### src/rtl/uart_tx_fifo_if.sv
// Byte-producer to UART transmitter bundle: write strobe, data, FIFO status, line.
// master = producer side, slave = uart_tx_fifo side.
interface uart_tx_fifo_if #(
    parameter int DATA_BITS  = 8,
    parameter int FIFO_DEPTH = 16
);
    localparam int CW = $clog2(FIFO_DEPTH) + 1;

    logic                 i_wr;
    logic [DATA_BITS-1:0] i_data;
    logic                 o_full;
    logic                 o_empty;
    logic [CW-1:0]        o_count;
    logic                 o_busy;
    logic                 o_uart_tx;

    modport master (
        output i_wr, i_data,
        input  o_full, o_empty, o_count, o_busy, o_uart_tx
    );

    modport slave (
        input  i_wr, i_data,
        output o_full, o_empty, o_count, o_busy, o_uart_tx
    );
endinterface

### src/rtl/uart_tx_fifo.sv
// UART transmitter with baud generator and write FIFO; configurable frame format.
// Ports: i_clk, i_reset (async, active high), bus (uart_tx_fifo_if.slave):
//   i_wr/i_data enqueue, o_full/o_empty/o_count status, o_busy, o_uart_tx line.
// Optional parity bit after the payload when UART_TX_PARITY_EN is defined.
module uart_tx_fifo #(
    parameter int CLOCK_HZ   = 16_000_000,
    parameter int BAUD_RATE  = 115200,
    parameter int DATA_BITS  = 8,
    parameter int STOP_BITS  = 1,
    parameter int FIFO_DEPTH = 16,
    parameter int PARITY_ODD = 0
) (
    input logic          i_clk,
    input logic          i_reset,
    uart_tx_fifo_if.slave bus
);
    localparam int DIV      = (CLOCK_HZ + BAUD_RATE / 2) / BAUD_RATE;
    localparam int STOP_LEN = STOP_BITS * DIV;
    localparam int BW       = $clog2(STOP_LEN);
    localparam int AW       = $clog2(FIFO_DEPTH);
    localparam int CW       = AW + 1;

    localparam logic [2:0] S_IDLE   = 3'd0;
    localparam logic [2:0] S_START  = 3'd1;
    localparam logic [2:0] S_DATA   = 3'd2;
`ifdef UART_TX_PARITY_EN
    localparam logic [2:0] S_PARITY = 3'd3;
`endif
    localparam logic [2:0] S_STOP   = 3'd4;

    if (DIV < 2) begin : g_bad_div
        $error("uart_tx_fifo: bit period below 2 clocks");
    end
    if (DATA_BITS < 5 || DATA_BITS > 8) begin : g_bad_data
        $error("uart_tx_fifo: DATA_BITS must be 5..8");
    end
    if (STOP_BITS < 1 || STOP_BITS > 2) begin : g_bad_stop
        $error("uart_tx_fifo: STOP_BITS must be 1 or 2");
    end
    if (FIFO_DEPTH < 2 || (FIFO_DEPTH & (FIFO_DEPTH - 1)) != 0) begin : g_bad_depth
        $error("uart_tx_fifo: FIFO_DEPTH must be a power of two >= 2");
    end
    if (PARITY_ODD < 0 || PARITY_ODD > 1) begin : g_bad_par
        $error("uart_tx_fifo: PARITY_ODD must be 0 or 1");
    end

    logic [DATA_BITS-1:0] mem [FIFO_DEPTH];
    logic [AW-1:0]        wr_ptr;
    logic [AW-1:0]        rd_ptr;
    logic [CW-1:0]        count_q;
    logic [CW-1:0]        count_nxt;
    logic                 full_q;
    logic                 empty_q;
    logic                 push;
    logic                 pop;
    logic [DATA_BITS-1:0] head;

    logic [2:0]           state_q;
    logic [BW-1:0]        baud_cnt;
    logic [2:0]           bit_cnt;
    logic [DATA_BITS-1:0] sh_q;
    logic                 tx_q;
    logic                 baud_end;
    logic                 stop_end;
    logic                 last_bit;
`ifdef UART_TX_PARITY_EN
    logic                 par_q;
`endif

    assign head     = mem[rd_ptr];
    assign baud_end = (baud_cnt == BW'(DIV - 1));
    assign stop_end = (baud_cnt == BW'(STOP_LEN - 1));
    assign last_bit = (bit_cnt == 3'(DATA_BITS - 1));

    // Full is checked before any pop, so a write while full is always dropped.
    assign push = bus.i_wr && !full_q;
    assign pop  = !empty_q &&
                  ((state_q == S_IDLE) || (state_q == S_STOP && stop_end));

    assign count_nxt = count_q + CW'(push) - CW'(pop);

    always_ff @(posedge i_clk) begin
        if (push) begin
            mem[wr_ptr] <= bus.i_data;
        end
    end

    always_ff @(posedge i_clk or posedge i_reset) begin
        if (i_reset) begin
            wr_ptr  <= '0;
            rd_ptr  <= '0;
            count_q <= '0;
            full_q  <= 1'b0;
            empty_q <= 1'b1;
        end else begin
            wr_ptr  <= wr_ptr + AW'(push);
            rd_ptr  <= rd_ptr + AW'(pop);
            count_q <= count_nxt;
            full_q  <= (count_nxt == CW'(FIFO_DEPTH));
            empty_q <= (count_nxt == '0);
        end
    end

    always_ff @(posedge i_clk or posedge i_reset) begin
        if (i_reset) begin
            state_q  <= S_IDLE;
            baud_cnt <= '0;
            bit_cnt  <= '0;
            sh_q     <= '0;
            tx_q     <= 1'b1;
`ifdef UART_TX_PARITY_EN
            par_q    <= 1'b0;
`endif
        end else begin
            unique case (state_q)
                S_IDLE: begin
                    if (pop) begin
                        state_q  <= S_START;
                        baud_cnt <= '0;
                        sh_q     <= head;
                        tx_q     <= 1'b0;
`ifdef UART_TX_PARITY_EN
                        par_q    <= (^head) ^ (PARITY_ODD != 0);
`endif
                    end
                end
                S_START: begin
                    if (baud_end) begin
                        state_q  <= S_DATA;
                        baud_cnt <= '0;
                        bit_cnt  <= '0;
                        tx_q     <= sh_q[0];
                    end else begin
                        baud_cnt <= baud_cnt + BW'(1);
                    end
                end
                S_DATA: begin
                    if (baud_end) begin
                        baud_cnt <= '0;
                        if (last_bit) begin
`ifdef UART_TX_PARITY_EN
                            state_q <= S_PARITY;
                            tx_q    <= par_q;
`else
                            state_q <= S_STOP;
                            tx_q    <= 1'b1;
`endif
                        end else begin
                            bit_cnt <= bit_cnt + 3'd1;
                            sh_q    <= sh_q >> 1;
                            tx_q    <= sh_q[1];
                        end
                    end else begin
                        baud_cnt <= baud_cnt + BW'(1);
                    end
                end
`ifdef UART_TX_PARITY_EN
                S_PARITY: begin
                    if (baud_end) begin
                        state_q  <= S_STOP;
                        baud_cnt <= '0;
                        tx_q     <= 1'b1;
                    end else begin
                        baud_cnt <= baud_cnt + BW'(1);
                    end
                end
`endif
                S_STOP: begin
                    if (stop_end) begin
                        baud_cnt <= '0;
                        // Back-to-back frames: next start follows with no idle gap.
                        if (pop) begin
                            state_q <= S_START;
                            sh_q    <= head;
                            tx_q    <= 1'b0;
`ifdef UART_TX_PARITY_EN
                            par_q   <= (^head) ^ (PARITY_ODD != 0);
`endif
                        end else begin
                            state_q <= S_IDLE;
                            tx_q    <= 1'b1;
                        end
                    end else begin
                        baud_cnt <= baud_cnt + BW'(1);
                    end
                end
                default: begin
                    state_q <= S_IDLE;
                    tx_q    <= 1'b1;
                end
            endcase
        end
    end

    assign bus.o_full    = full_q;
    assign bus.o_empty   = empty_q;
    assign bus.o_count   = count_q;
    assign bus.o_busy    = (state_q != S_IDLE) || !empty_q;
    assign bus.o_uart_tx = tx_q;
endmodule
### src/flat_wrapper.sv
// flat-port wrapper written by rule: the top's interface ports become plain ports
module uart_tx_fifo_flat 
#(
    parameter int CLOCK_HZ   = 16_000_000,
    parameter int BAUD_RATE  = 115200,
    parameter int DATA_BITS  = 8,
    parameter int STOP_BITS  = 1,
    parameter int FIFO_DEPTH = 16,
    parameter int PARITY_ODD = 0
)
  (i_clk, i_reset, bus_i_wr, bus_i_data, bus_o_full, bus_o_empty, bus_o_count, bus_o_busy, bus_o_uart_tx);
  uart_tx_fifo_if #(.DATA_BITS(DATA_BITS), .FIFO_DEPTH(FIFO_DEPTH)) bus_i ();
  input logic i_clk;
  input logic i_reset;
  input wire logic [$bits(bus_i.i_wr)-1:0] bus_i_wr;
  input wire logic [$bits(bus_i.i_data)-1:0] bus_i_data;
  output wire logic [$bits(bus_i.o_full)-1:0] bus_o_full;
  output wire logic [$bits(bus_i.o_empty)-1:0] bus_o_empty;
  output wire logic [$bits(bus_i.o_count)-1:0] bus_o_count;
  output wire logic [$bits(bus_i.o_busy)-1:0] bus_o_busy;
  output wire logic [$bits(bus_i.o_uart_tx)-1:0] bus_o_uart_tx;
  assign bus_i.i_wr = bus_i_wr;
  assign bus_i.i_data = bus_i_data;
  assign bus_o_full = bus_i.o_full;
  assign bus_o_empty = bus_i.o_empty;
  assign bus_o_count = bus_i.o_count;
  assign bus_o_busy = bus_i.o_busy;
  assign bus_o_uart_tx = bus_i.o_uart_tx;
  uart_tx_fifo #(.CLOCK_HZ(CLOCK_HZ), .BAUD_RATE(BAUD_RATE), .DATA_BITS(DATA_BITS), .STOP_BITS(STOP_BITS), .FIFO_DEPTH(FIFO_DEPTH), .PARITY_ODD(PARITY_ODD)) u_core (.i_clk(i_clk), .i_reset(i_reset), .bus(bus_i));
endmodule
### config.mk
export PLATFORM = sky130hd
export DESIGN_NAME = uart_tx_fifo_flat
export DESIGN_NICKNAME = d
export VERILOG_FILES = /design/src/rtl/uart_tx_fifo_if.sv /design/src/rtl/uart_tx_fifo.sv /design/src/flat_wrapper.sv
export SDC_FILE = /design/constraint.sdc
export NUM_CORES = 1
export LEC_CHECK = 0
export ABC_AREA = 1
export CAP_MARGIN = 20
export CORE_ASPECT_RATIO = 1.5
export CORE_MARGIN = 2
export CORE_UTILIZATION = 40
export CTS_BUF_LIST = sky130_fd_sc_hd__clkbuf_4 sky130_fd_sc_hd__clkbuf_8 sky130_fd_sc_hd__clkbuf_16
export DETAILED_ROUTE_END_ITERATION = 10
export PLACE_DENSITY = 0.67
export SYNTH_ARGS = -nofsm -noshare
export SYNTH_HDL_FRONTEND = slang
export SYNTH_SLANG_ARGS = --single-unit
### constraint.sdc
create_clock -name i_clk -period 3.5 [get_ports i_clk]
set_input_delay 0.35 -clock i_clk [delete_from_list [all_inputs] [get_ports i_clk]]
set_output_delay 0.35 -clock i_clk [all_outputs]
set_load 0.01 [all_outputs]
# Word-level counts from Yosys, hierarchy flattened

Memories as Yosys holds them, arrays and structs flattened.
Index checks and enable logic that the tools add are counted.

Input port bits: 11
Logic and storage cells: 76
Output and inout port bits: 9
Bits in writable memories: 128
Memories: 1
Register bits: 38

Equal/unequal tests: 12
Mux-type cells: 28
Reductions and logical operators: 19
Add/sub/neg operators: 6

Memory list:

| memory     | words | width | read ports | clocked after memory_dff | write ports | line               | source |
|---|---|---|---|---|---|---|---|
| u_core.mem | 16    | 8     | 1          | 0                        | 1           | uart_tx_fifo.sv:47 | `logic [DATA_BITS-1:0] mem [FIFO_DEPTH];` |

Operators by type and width:

| cell                | number |
|---|---|
| $mux 8              | 6 |
| $mux 3              | 8 |
| $pmux 8 s3          | 1 |
| $pmux 8 s2          | 1 |
| $pmux 3 s4          | 1 |
| $reduce_and 4->1    | 3 |
| $ne 2x1->1 const B  | 5 |
| $mux 1              | 9 |
| $add 4x1->4         | 2 |
| $add 8x1->8 const B | 1 |
| $eq 8x8->1 const B  | 1 |
| $eq 3x3->1 const B  | 2 |
| $pmux 3 s2          | 1 |
| $reduce_bool 3->1   | 2 |
| $add 5x1->5         | 1 |
| $eq 5x5->1 const B  | 1 |
| $logic_not 5->1     | 1 |
| $reduce_and 5->1    | 1 |
| $sub 5x1->5         | 1 |
| $pmux 1 s4          | 1 |
| $reduce_bool 2->1   | 2 |
| $add 3x1->3 const B | 1 |
| $eq 3x1->1 const B  | 1 |
| $eq 3x2->1 const B  | 1 |
| 7 further kinds     | 11 |

# Depth between registers and ports, before layout

Depth in word-level cells: 7
Mapped depth: 18
Gate-level depth less buffers: 17

# Worst setup path before layout

OpenSTA, ideal clock, no wires.

Path kind: register to register
From: reg u_core.baud_cnt[0]
To: reg u_core.empty_q (netlist: u_core.bus.o_empty)
Setup slack: 0.886 ns
Clock period less this slack: 2.614 ns
Arrival: 2.547 ns
Setup time: 0.067 ns
Cell stages (with the launch flop): 19
Data required time: 3.433 ns
Buffers on the path: 1
Cell sequence: dfrtp_1 inv_1 ha_1 nand2_1 nor2_2 nand2_4 nand2_2 nand2_4 buf_6 inv_2 ha_1 inv_1 ha_1 fa_1 a21oi_1 o21bai_1 xnor2_1 inv_1 nor2_1

Longest elaborated chain between the ends: 6

RTL lines:

| element                 | line                | source |
|---|---|---|
| from (decl)             | uart_tx_fifo.sv:59  | `logic [BW-1:0] baud_cnt;` |
| from (signal assigned)  | uart_tx_fifo.sv:134 | `baud_cnt <= baud_cnt + BW'(1);` |
| from (signal assigned)  | uart_tx_fifo.sv:154 | `baud_cnt <= baud_cnt + BW'(1);` |
| from (signal assigned)  | uart_tx_fifo.sv:184 | `baud_cnt <= baud_cnt + BW'(1);` |
| $eq 8x8->1              | uart_tx_fifo.sv:72  | `assign stop_end = (baud_cnt == BW'(STOP_LEN - 1));` |
| $logic_and 1x1->1       | uart_tx_fifo.sv:78  | `((state_q == S_IDLE) \|\| (state_q == S_STOP && stop_end));` |
| $logic_or 1x1->1        | uart_tx_fifo.sv:78  |  |
| $logic_and 1x1->1       | uart_tx_fifo.sv:77  | `assign pop = !empty_q &&` |
| $sub 5x1->5             | uart_tx_fifo.sv:80  | `assign count_nxt = count_q + CW'(push) - CW'(pop);` |
| via u_core.count_nxt[4] | uart_tx_fifo.sv:51  | `logic [CW-1:0] count_nxt;` |
| $logic_not 5->1         | uart_tx_fifo.sv:100 | `empty_q <= (count_nxt == '0);` |
| to (signal assigned)    | uart_tx_fifo.sv:100 |  |
| to (decl)               | uart_tx_fifo.sv:53  | `logic empty_q;` |

The timed path passes the listed nets, and every way through them passes these cells.
A chain may end at the register's enable or synchronous reset.

# Worst setup path after layout

Same ends and word-level chain as after synthesis.

==> out/qor.yml <==
worst_setup_hold_path_clk_slew_ns: 0.07
final_nets: 759
power_internal_mw: 4.48
drive_above_1_share_pct: 7.50
cell_variety_after_synth: 38
drt_drc_violations_left: 0
finClkSkew_ns: 0.00697
critPathCapture: "u_core.bus.o_empty$_DFF_PP1_"
syn_inst: 716
synthDominantCellAreaShare_pct: 52.3
timing.fmax_mhz: 355
routedWlPerCell_um: 15.4
die-height_um: 170
place_ws_ns: 0.702
route.final.wire_length_mm: 14.9
synth_area_um2: 7350
synth.avg_cell_area_um2: 10.3
total_leakage_power_nw: 3.49
detailedRoute.firstPassIterationCount: 5
critPathKind: "reg -> reg"
ctsHtreeMaxLevel: 4
finalCritPeriodShare_pct: 80.4
dr.first_iter.drc_count: 353
met2_routed_wl_mm: 8.00
setup_repair_after_global_routing_missed_its_margin: "false"
cts_hold_repair.buffers: 0
area.growth.synth_to_final_pct: 13.8
slew_violations: 0
regToRegSetupSlack_ns: 0.69
switching_share_pct: 36.5
synthesis.yosys.warnings: 0
grt_remaining_overflow: 0
cts_buffer_depth: 2
p_total_mw: 7.06
cp.arrival_ns: 3.17
n_antenna_cell: 0
max_cap_violations: 0
data_required_time_at_the_worst_endpoint_ns: 3.86
initial_core_util_pct: 41.0
ant_nets: 0
worst_max_slew_margin_expressed_relative_to_the_limit_pct: 46.0
critical_path.endpoint_type: "flip-flop"
postSynth.asyncResetShare_pct: 22.9
synth_seq_area_share_pct: 65.3
clkSinkCount: 166
power_density_nw_per_um2: 844
dp.final_hpwl_mm: 9.87
m1WireLength_mm: 6.05
timing.final.ws_setup_ns: 0.686
met3_wirelength_um: 488
postCtsSetupBuffers: 0
worst_pin_slew_ns: 0.807
critPathMaxFanout: 18
hold-worst-slack_ns: 0.144
final-setup-viol-count: 0
regToRegStartpoint: "u_core.baud_cnt[0]$_DFFE_PP0P_"
cts_tree: "built"
vias: 4790
cts_root_buf: "sky130_fd_sc_hd__clkbuf_16"
hold_path.class: "in -> async"
min_period_ns: 2.81
run_status: "finished clean"
pin_count_of_the_biggest_net_entering_global_routing: 80
power.share.combinational_pct: 33.9
r2r_cells: 17
synth_area_leader_cell: "sky130_fd_sc_hd__edfxtp_1"
max-vdd-ir-drop_mv: 0.507
worst_setup_path_startpoint: "u_core.baud_cnt[0]$_DFFE_PP0P_"
num_rows: 60
boundaryPins: 20
switching_power_mw: 2.57
count_of_buffers_from_port_buffering: 19
overall_routing_resource_usage_pct: 16.3
postCtsResizedCells: 0
routed_via_density: 4.97
clock_power_share_pct: 28.2
timing_hold_violations_final: 0
number_of_antenna_violations_at_the_first_check_in_global_routing: 0
coreArea_um2: 17900
synth_edf_count: 128
routed.top_layer: "met4"
dominantRegCellSynth: "sky130_fd_sc_hd__edfxtp_1"
synth.top_cells.by_area: "sky130_fd_sc_hd__edfxtp_1 52%, sky130_fd_sc_hd__dfrtp_1 12%, sky130_fd_sc_hd__nand2_1 11%"
start_kind: "flip-flop"
ys_ff_latch: 166
first_global_vias: 4786
setup-tns-final_ns: 0
design.die.area_um2: 19500
synth_fp_nets: 741
tritoncts_buffer_count: 17
regToRegEndpoint: "u_core.bus.o_empty$_DFF_PP1_"
gp_congestion: 0.782
clk-insertion-delay-late_ns: 0.42
power.sequential.fraction_pct: 37.9
fp.dieW_um: 115
grt_first_pass_wirelength_mm: 24.0
-- synthesized netlist by cell type (4+ instances only) --
master	instances
sky130_fd_sc_hd__ha_1	13
sky130_fd_sc_hd__xor2_1	8
sky130_fd_sc_hd__nor3_1	5
sky130_fd_sc_hd__a21oi_1	8
sky130_fd_sc_hd__inv_1	57
sky130_fd_sc_hd__nand2_1	218
sky130_fd_sc_hd__edfxtp_1	128
sky130_fd_sc_hd__o22ai_1	5
sky130_fd_sc_hd__buf_2	14
sky130_fd_sc_hd__nand3_1	71
sky130_fd_sc_hd__o21ai_0	18
sky130_fd_sc_hd__nor2_1	92
sky130_fd_sc_hd__dfrtp_1	36
sky130_fd_sc_hd__inv_2	4
-- through the flow --
| stage | instance area [µm²] | instances | utilization [%] |
|---|---|---|---|
| 3_5_place_dp | 7690 | 931 | 42.9 |
| 4_1_cts | 8340 | 963 | 46.5 |
| 5_1_grt | 8360 | 964 | 46.6 |
| 2_1_floorplan | 7350 | 716 | - |
| 6_report | 8360 | 964 | 46.6 |
| 3_3_place_gp | 7690 | 931 | 42.9 |
-- critical path: stages, from the launching register on --
cell and delay, ns:
sky130_fd_sc_hd__dfrtp_1 0.38, sky130_fd_sc_hd__inv_1 0.07, sky130_fd_sc_hd__ha_1 0.19, sky130_fd_sc_hd__nand2_1 0.08, sky130_fd_sc_hd__nor2_2 0.05, sky130_fd_sc_hd__nand2_4 0.12, sky130_fd_sc_hd__nand2_2 0.09, sky130_fd_sc_hd__nand2_4 0.18
sky130_fd_sc_hd__inv_2 0.08, sky130_fd_sc_hd__ha_1 0.27, sky130_fd_sc_hd__inv_1 0.04, sky130_fd_sc_hd__ha_1 0.20, sky130_fd_sc_hd__fa_1 0.40, sky130_fd_sc_hd__a21oi_1 0.17, sky130_fd_sc_hd__o21bai_1 0.09, sky130_fd_sc_hd__xnor2_1 0.18
sky130_fd_sc_hd__inv_1 0.08, sky130_fd_sc_hd__nor2_1 0.09
-- cells in the final DEF, fill, tap and decap left out, drive strengths merged, types with 13 or more instances in the layout --
cell type and n:
clkbuf 19, clkdlybuf4s50 19, dfrtp 36, edfxtp 128
ha 13, inv 66, nand2 222, nand3 72
nor2 96, o21ai 19
-- power groups by stage --
stage          clock network (mW)  registers (mW)  logic [mW]
4_1_cts                      2.02            2.68        2.41
6_report                     1.99            2.67        2.39
3_3_place_gp                    0            2.71        2.37
3_5_place_dp                    0            2.71        2.39
2_1_floorplan                   0            2.65        1.81
5_1_grt                      2.09            2.71        2.73
-- how the worst min path moves through the flow --
stage | from | to | slack [ns] | depth (start not counted)
6_report | i_reset | u_core.bus.o_count[1]$_DFF_PP0_ | 0.14 | 2
5_1_grt | i_reset | u_core.bus.o_count[1]$_DFF_PP0_ | 0.18 | 2
3_3_place_gp | u_core.bus.o_uart_tx$_DFFE_PP1P_ | u_core.bus.o_uart_tx$_DFFE_PP1P_ | 0.46 | 2
4_1_cts | u_core.bus.o_uart_tx$_DFFE_PP1P_ | u_core.bus.o_uart_tx$_DFFE_PP1P_ | 0.47 | 2
2_1_floorplan | u_core.bit_cnt[1]$_DFFE_PP0P_ | u_core.bit_cnt[1]$_DFFE_PP0P_ | 0.45 | 2
3_5_place_dp | u_core.bus.o_uart_tx$_DFFE_PP1P_ | u_core.bus.o_uart_tx$_DFFE_PP1P_ | 0.46 | 2
-- layout make-up --
class / count / area, µm²
clock buffers: 19 / 447
clock inverters: 13 / 195
fillers: 1607 / 9580
inverters: 64 / 245
multi-input cells: 462 / 2170
flip-flops and latches: 166 / 4800
well taps: 217 / 272
repair buffers: 23 / 240
-- cell families (layout without fill, tap and decap cells) --
family          after synthesis  count (layout)  synth area share [%]
simple gates                400             400                  22.9
flops                       166             166                  65.3
buf+inv                      88             119                  5.26
compound gates               38              38                  2.93
fa+ha+maj                    14              14                  2.49
xor+xnor                     10              10                  1.19
-- metal layers --
metal	up-vias	global-route usage, %
li1	2397	-
met1	2272	18.3
met2	95	29.9
met3	26	2.88
met4	0	6.84
met5	-	0
-- registers in the layout (all words and copies together), names as in the netlist --
| signal | cells |
|---|---|
| u_core.sh_q | 8 |
| u_core.state_q | 3 |
| u_core.wr_ptr | 4 |
| u_core.bus.o_count | 5 |
| u_core.baud_cnt | 8 |
| u_core.bus.o_empty | 1 |
| u_core.bus.o_uart_tx | 1 |
| u_core.rd_ptr | 4 |
| u_core.bit_cnt | 3 |
| u_core.mem | 128 |
| u_core.bus.o_full | 1 |
No activity file was read; power rests on OpenSTA's default activity.
